**src/rtl/seq_alu_display.sv**
```systemverilog
// seq_alu_display: multi-cycle signed add/sub/mul/div with sequential double-dabble to seven-segment digits.
// Define SEQ_ALU_LZ_BLANK_EN to blank digits above the most significant non-zero digit.
module seq_alu_display #(
   parameter int WIDTH  = 6,
   parameter int DIGITS = 4,
   parameter int N_SEGS = 8
) (
   input  logic                   clk,
   input  logic                   rst,
   input  logic [WIDTH-1:0]       a,
   input  logic [WIDTH-1:0]       b,
   input  logic [2:0]             func,
   input  logic                   start,
   output logic                   busy,
   output logic                   done,
   output logic [2*WIDTH-1:0]     out,
   output logic [0:7*N_SEGS-1]    segs,
   output logic                   err
);
   localparam int RW = 2 * WIDTH;
   localparam int BW = 4 * DIGITS;
   localparam int CW = $clog2(RW + 2);
   localparam logic [CW-1:0] C_OPS  = CW'(WIDTH);
   localparam logic [CW-1:0] C_RES  = CW'(RW);
   localparam logic [CW-1:0] C_SHOW = CW'(RW + 1);
   localparam logic [6:0] SEG_BLANK = 7'h7f;
   localparam logic [6:0] SEG_DASH  = 7'h3f;
`ifdef SEQ_ALU_LZ_BLANK_EN
   localparam bit LZ = 1'b1;
`else
   localparam bit LZ = 1'b0;
`endif

   typedef enum logic [1:0] {IDLE, CALC, CONV, DONE} state_t;

   state_t state_q, state_d;
   logic [CW-1:0] cnt_q, cnt_d;
   logic [2:0] fn_q, fn_d;
   logic [WIDTH-1:0] a_q, a_d, b_q, b_d, ma_q, ma_d, mb_q, mb_d;
   logic [RW-1:0] acc_q, acc_d, res_q, res_d, mag_q, mag_d, out_q, out_d;
   logic [BW-1:0] bcd_q, bcd_d, dab;
   logic [7:0] bcd_a_q, bcd_a_d;
   logic fault_q, fault_d, err_q, err_d;
   logic [7*N_SEGS-1:0] seg_q, seg_d, seg_c;
   logic [WIDTH-1:0] abs_a, abs_b;
   logic [WIDTH:0] quo_t;
   logic quo_ge, calc_fin;
   logic [RW-1:0] sa, sb, mdv, calc_res;

   // active-low glyph, bit k drives segment k (a..g)
   function automatic logic [6:0] seg7(input logic [3:0] d);
      case (d)
         4'd0: seg7 = 7'h40;
         4'd1: seg7 = 7'h79;
         4'd2: seg7 = 7'h24;
         4'd3: seg7 = 7'h30;
         4'd4: seg7 = 7'h19;
         4'd5: seg7 = 7'h12;
         4'd6: seg7 = 7'h02;
         4'd7: seg7 = 7'h78;
         4'd8: seg7 = 7'h00;
         4'd9: seg7 = 7'h10;
         default: seg7 = SEG_BLANK;
      endcase
   endfunction

   always_comb begin
      abs_a = a[WIDTH-1] ? -a : a;
      abs_b = b[WIDTH-1] ? -b : b;
      sa = {{WIDTH{a_q[WIDTH-1]}}, a_q};
      sb = {{WIDTH{b_q[WIDTH-1]}}, b_q};
      quo_t = {acc_q[WIDTH-1:0], ma_q[WIDTH-1]};
      quo_ge = quo_t >= {1'b0, mb_q};
      mdv = fn_q[0] ? RW'(ma_q) : acc_q;
      calc_fin = !fn_q[1] || (fn_q[0] && mb_q == '0) || cnt_q == C_OPS;
      calc_res = !fn_q[1] ? (fn_q[0] ? sa - sb : sa + sb)
               : (fn_q[0] && mb_q == '0) ? '0
               : (a_q[WIDTH-1] ^ b_q[WIDTH-1]) ? -mdv : mdv;
      for (int i = 0; i < DIGITS; i++)
         dab[4*i +: 4] = bcd_q[4*i +: 4] >= 4'd5 ? bcd_q[4*i +: 4] + 4'd3 : bcd_q[4*i +: 4];
   end

   always_comb begin
      seg_c = '1;
      if (fn_q[2]) begin
         seg_c[6:0]   = seg7(bcd_q[3:0]);
         seg_c[13:7]  = (LZ && bcd_q[7:4] == 4'd0) ? SEG_BLANK : seg7(bcd_q[7:4]);
         seg_c[20:14] = b_q[WIDTH-1] ? SEG_DASH : SEG_BLANK;
         seg_c[34:28] = seg7(bcd_a_q[3:0]);
         seg_c[41:35] = (LZ && bcd_a_q[7:4] == 4'd0) ? SEG_BLANK : seg7(bcd_a_q[7:4]);
         seg_c[48:42] = a_q[WIDTH-1] ? SEG_DASH : SEG_BLANK;
      end else begin
         for (int i = 0; i < DIGITS; i++)
            seg_c[7*i +: 7] = fault_q ? SEG_DASH
                            : (LZ && i > 0 && (bcd_q >> (4*i)) == '0) ? SEG_BLANK
                            : seg7(bcd_q[4*i +: 4]);
         seg_c[7*DIGITS +: 7] = (fault_q || res_q[RW-1]) ? SEG_DASH : SEG_BLANK;
      end
   end

   always_comb begin
      state_d = state_q;
      cnt_d = cnt_q;
      fn_d = fn_q;
      a_d = a_q;
      b_d = b_q;
      ma_d = ma_q;
      mb_d = mb_q;
      acc_d = acc_q;
      res_d = res_q;
      mag_d = mag_q;
      bcd_d = bcd_q;
      bcd_a_d = bcd_a_q;
      fault_d = fault_q;
      out_d = out_q;
      err_d = err_q;
      seg_d = seg_q;
      case (state_q)
         IDLE: if (start) begin
            state_d = func[2] ? CONV : CALC;
            cnt_d = '0;
            fn_d = func;
            a_d = a;
            b_d = b;
            ma_d = abs_a;
            mb_d = abs_b;
            acc_d = '0;
            bcd_d = '0;
            fault_d = 1'b0;
            mag_d = {abs_a, abs_b};
         end
         CALC: if (calc_fin) begin
            state_d = CONV;
            cnt_d = '0;
            res_d = calc_res;
            mag_d = calc_res[RW-1] ? -calc_res : calc_res;
            fault_d = fn_q[1] && fn_q[0] && mb_q == '0;
         end else begin
            cnt_d = cnt_q + 1'b1;
            if (fn_q[0]) begin
               acc_d = RW'(quo_ge ? quo_t - {1'b0, mb_q} : quo_t);
               ma_d = {ma_q[WIDTH-2:0], quo_ge};
            end else begin
               acc_d = acc_q + (mb_q[0] ? RW'(ma_q) << cnt_q : '0);
               mb_d = mb_q >> 1;
            end
         end
         // show mode parks |a| digits halfway, then converts |b|
         CONV: if (cnt_q == (fn_q[2] ? C_SHOW : C_RES)) begin
            state_d = DONE;
            out_d = fn_q[2] ? {a_q, b_q} : res_q;
            err_d = fault_q;
            seg_d = seg_c;
         end else begin
            cnt_d = cnt_q + 1'b1;
            if (fn_q[2] && cnt_q == C_OPS) begin
               bcd_a_d = bcd_q[7:0];
               bcd_d = '0;
            end else begin
               bcd_d = BW'({dab, mag_q[RW-1]});
               mag_d = mag_q << 1;
            end
         end
         default: state_d = IDLE;
      endcase
   end

   always_ff @(posedge clk or posedge rst)
      if (rst) begin
         state_q <= IDLE;
         cnt_q <= '0;
         fn_q <= '0;
         a_q <= '0;
         b_q <= '0;
         ma_q <= '0;
         mb_q <= '0;
         acc_q <= '0;
         res_q <= '0;
         mag_q <= '0;
         bcd_q <= '0;
         bcd_a_q <= '0;
         fault_q <= 1'b0;
         out_q <= '0;
         err_q <= 1'b0;
         seg_q <= '1;
      end else begin
         state_q <= state_d;
         cnt_q <= cnt_d;
         fn_q <= fn_d;
         a_q <= a_d;
         b_q <= b_d;
         ma_q <= ma_d;
         mb_q <= mb_d;
         acc_q <= acc_d;
         res_q <= res_d;
         mag_q <= mag_d;
         bcd_q <= bcd_d;
         bcd_a_q <= bcd_a_d;
         fault_q <= fault_d;
         out_q <= out_d;
         err_q <= err_d;
         seg_q <= seg_d;
      end

   assign busy = state_q != IDLE;
   assign done = state_q == DONE;
   assign out = out_q;
   assign err = err_q;
   for (genvar j = 0; j < 7*N_SEGS; j++) begin : g_segs
      assign segs[j] = seg_q[j];
   end
endmodule

```
**config.mk**
```make
export PLATFORM = sky130hd
export DESIGN_NAME = seq_alu_display
export DESIGN_NICKNAME = d
export VERILOG_FILES = /design/src/rtl/seq_alu_display.sv
export SDC_FILE = /design/constraint.sdc
export NUM_CORES = 1
export LEC_CHECK = 0
export CORE_ASPECT_RATIO = 0.75
export CORE_UTILIZATION = 35
export DETAILED_ROUTE_END_ITERATION = 16
export GPL_TIMING_DRIVEN = 0
export PLACE_DENSITY = 0.56
export SYNTH_ARGS = -nofsm -noshare
export SYNTH_HDL_FRONTEND = slang
export SYNTH_SLANG_ARGS = --single-unit
```
**constraint.sdc**
```tcl
create_clock -name clk -period 4.5 [get_ports clk]
set_input_delay 0.9 -clock clk [delete_from_list [all_inputs] [get_ports clk]]
set_output_delay 0.9 -clock clk [all_outputs]
set_load 0.005 [all_outputs]
```
==> flow_summary.json <==
{
  "maxCapViolCount": 0,
  "synth.area.mux_share_pct": 4.94,
  "num_antenna_cells": 0,
  "grt_max_degree": 41,
  "synth-compound-area-share_pct": 21.6,
  "gr-usage-met1_pct": 33.7,
  "postCtsSetupRepairBufs": 0,
  "maxSlewHeadroom_pct": 38.2,
  "period_share_pct": 95.6,
  "hold_path_class": "flip-flop to flip-flop",
  "yosys_most_used_dff": "dfrtp_1",
  "fmax_mhz": 232,
  "maxSlewViolCount": 0,
  "busiest_layer": "met1",
  "grt_usage_pct": 21.2,
  "end_kind": "flip-flop",
  "post-route-drc-count": 0,
  "htree_levels": 4,
  "syn_avg_cell_area_um2": 8.36,
  "final_common_cell": "nand2_1",
  "min_from": "seg_q[30]$_DFFE_PP1P_",
  "synth_edf_count": 0,
  "synth_xor_area_share_pct": 3.93,
  "switchingPower_mw": 4.44,
  "max-vdd-ir-drop_v": 0.000400,
  "seqPwrFrac_pct": 22.9,
  "reg2reg_from": "fn_q[0]$_DFFE_PP0P_",
  "postCtsHoldBufs": 0,
  "switching_share_pct": 48.4,
  "drtAntennaViolNets": 0,
  "grt_pass1_wl_um": 47800,
  "layout-drive-gt1-share_pct": 10.7,
  "ys_seq_area_share_pct": 38.0,
  "period_minus_slack_ns": 4.30,
  "pre_cts_ws_ns": -0.364,
  "wl_per_cell_um": 17.9,
  "die_w_um": 197,
  "place.gp.congestion": 0.897,
  "rows": 53,
  "cts-buffers-inserted": 17,
  "mostFrequentLayoutCells": "178 x nand2_1, 149 x o21ai_0, 114 x nor2_1, 107 x dfrtp_1, 88 x a21oi_1",
  "p_clk_share_pct": 16.3,
  "synthCells": 1199,
  "p_per_area_nw_per_um2": 765,
  "crit_type": "flip-flop to flip-flop",
  "wl_um": 30500,
  "antenna_found_initial": 1,
  "cts.sinks": 150,
  "port_buffers": 75,
  "die_y_um": 149,
  "gr-total-overflow": 0,
  "met3_usage_pct": 5.08,
  "vias_per_cell": 5.26,
  "vias": 8966,
  "setup_violations": 0,
  "worstSetupStartpointType": "flip-flop",
  "cts_tree": "yes",
  "ys_ff_latch": 150,
  "cts_buffer_depth": 2,
  "yosysWarningCount": 0,
  "ios": 89,
  "synth.distinct_cells": 74,
  "clkTransAtPathRegs_ns": 0.06,
  "synth-simple-area-share_pct": 17.2,
  "outcome": "completed",
  "worstSkewPairLatency_ns": 0.44,
  "hold_viol_final": 0,
  "p_int_mw": 4.73,
  "setup_slack_ns": 0.198,
  "cp-startpoint": "fn_q[0]$_DFFE_PP0P_",
  "die-area_um2": 29300,
  "grt_use_met2_pct": 28.1,
  "grt_pass1_vias": 8313,
  "cp_max_fo": 19,
  "nets": 1393,
  "synthToLayoutAreaGrowth_pct": 19.7,
  "hpwl_um": 23400,
  "critPathRequiredTime_ns": 4.80,
  "tightest_slew_ns": 0.904,
  "initial_core_util_pct": 35.7,
  "synthArstFlopShare_pct": 100,
  "synth_top_family_by_area": "compound AO/OA/AOI/OAI gates",
  "root_buffer": "clkbuf_16",
  "synthAdderAreaFrac_pct": 8.59,
  "leakage_nw": 5.01,
  "synth.cell_area_um2": 10000,
  "fin_total_pwr_mw": 9.17,
  "first_iter_violations": 807,
  "hold_ws_ns": 0.452,
  "dr.pass1.iters": 6,
  "clock_skew_ns": 0.00966,
  "cp.arrival_ns": 4.61,
  "rsz0062_at_grt": "false",
  "core_area_um2": 28100,
  "p_comb_share_pct": 60.8
}
path summary, 6_finish.rpt:
| kind | slack [ns] | cells after the start | end |
|---|---|---|---|
| max in group asynchronous | 2.63 | 5 | seg_q[36]$_DFFE_PP1P_ |
| max | 0.20 | 16 | mag_q[10]$_DFFE_PP0P_ |
| min reg2reg | 0.45 | 2 | seg_q[30]$_DFFE_PP1P_ |
| min in group asynchronous | 0.78 | 2 | acc_q[0]$_DFFE_PP0P_ |
| min | 0.45 | 2 | seg_q[30]$_DFFE_PP1P_ |
| max reg2reg | 0.20 | 16 | mag_q[10]$_DFFE_PP0P_ |
metrics by stage:
| stage | util [%] | setup TNS (ns) | std cells | area (µm²) |
|---|---|---|---|---|
| 2_1_floorplan | - | 0 | 1211 | 10100 |
| 3_3_place_gp | 40.3 | -1.38 | 1671 | 11300 |
| 3_5_place_dp | 40.6 | -1.26 | 1675 | 11400 |
| 4_1_cts | 42.8 | 0 | 1707 | 12000 |
| 5_1_grt | 42.8 | 0 | 1706 | 12000 |
| 6_report | 42.8 | 0 | 1706 | 12000 |
registers in the layout, indices dropped and copies added (netlist names):
| name | count |
|---|---|
| a_q | 6 |
| res_q | 12 |
| fault_q | 1 |
| acc_q | 12 |
| ma_q | 6 |
| mb_q | 6 |
| out | 12 |
| seg_q | 43 |
| b_q | 6 |
| err | 1 |
| state_q | 2 |
| bcd_a_q | 8 |
| cnt_q | 4 |
| bcd_q | 16 |
| mag_q | 12 |
| fn_q | 3 |
synthesized netlist by cell type, types with 4 or more instances:
cell type / n / area share (%)
nor3_1: 11 / 0.55
and2_1: 6 / 0.37
nor2b_1: 11 / 0.69
buf_2: 8 / 0.40
nand2b_1: 19 / 1.2
buf_4: 14 / 1.0
xnor2_1: 34 / 3.0
nand2_1: 178 / 6.7
a221oi_1: 6 / 0.52
o21a_1: 7 / 0.52
a211oi_1: 10 / 0.75
o211ai_1: 6 / 0.45
a21o_1: 8 / 0.60
o21ai_1: 5 / 0.25
nand3_1: 15 / 0.75
a41oi_1: 4 / 0.35
o21ai_0: 149 / 7.4
or2_2: 6 / 0.37
mux2_2: 20 / 2.2
dfstp_2: 43 / 11
a21oi_1: 88 / 4.4
ha_1: 64 / 8.0
clkbuf_1: 50 / 1.9
inv_1: 60 / 2.2
or3_1: 7 / 0.44
o31ai_1: 7 / 0.52
o22ai_1: 16 / 1.0
o22a_1: 5 / 0.44
nor2_1: 114 / 4.3
dfrtp_1: 107 / 27
xor2_1: 11 / 0.96
mux2i_1: 27 / 2.7
a31oi_1: 17 / 1.1
cells by family after synthesis:
group | after synthesis
and+or+nand+nor | 391
AOI/OAI and AO/OA | 363
DFF | 150
buffers and inverters | 135
adders and majority gates | 67
muxes | 47
xor gates and xnor gates | 45
other | 1
critical path, stage by stage (launching register included):
cell,delay [ns]
dfrtp_1,0.31
buf_2,0.18
buf_2,0.40
buf_2,0.39
nor2_1,0.11
xnor2_1,0.15
ha_1,0.35
nor2b_1,0.23
o31a_1,0.17
o22ai_1,0.10
xnor2_1,0.36
nor2_1,0.19
a21oi_1,0.48
a31oi_1,0.19
xnor2_1,0.17
a221oi_1,0.28
o21ai_1,0.12
area by class of cell:
class	instances	area [µm²]
fillers	2821	16100
multi-input cells	926	5690
flip-flops and latches	150	3810
repair buffers	79	831
clock buffers	24	482
well taps	385	482
plain buffers	74	350
inverters	60	229
clock inverters	8	121
power groups by stage:
| stage | combinational (mW) | sequential [mW] | clock (mW) |
|---|---|---|---|
| after floorplan | 4.12 | 1.95 | 0 |
| after global placement | 5.37 | 2.10 | 0 |
| after detailed placement | 5.43 | 2.11 | 0 |
| after CTS | 5.49 | 2.09 | 1.52 |
| after global routing | 6.10 | 2.15 | 1.58 |
| final | 5.57 | 2.10 | 1.50 |
metal layers:
layer | wire length (µm) | vias up
met4 | 334 | 0
met5 | 0 | -
met1 | 16200 | 4287
met2 | 11900 | 272
met3 | 2020 | 30
li1 | - | 4377
timing repair:
item,CTS,global route
endpoints found under the setup margin,8,7
endpoints found under the hold margin,0,0
gates resized for setup,3,0
gates cloned,0,0
Note: power is estimated with default switching activity, not from simulation.
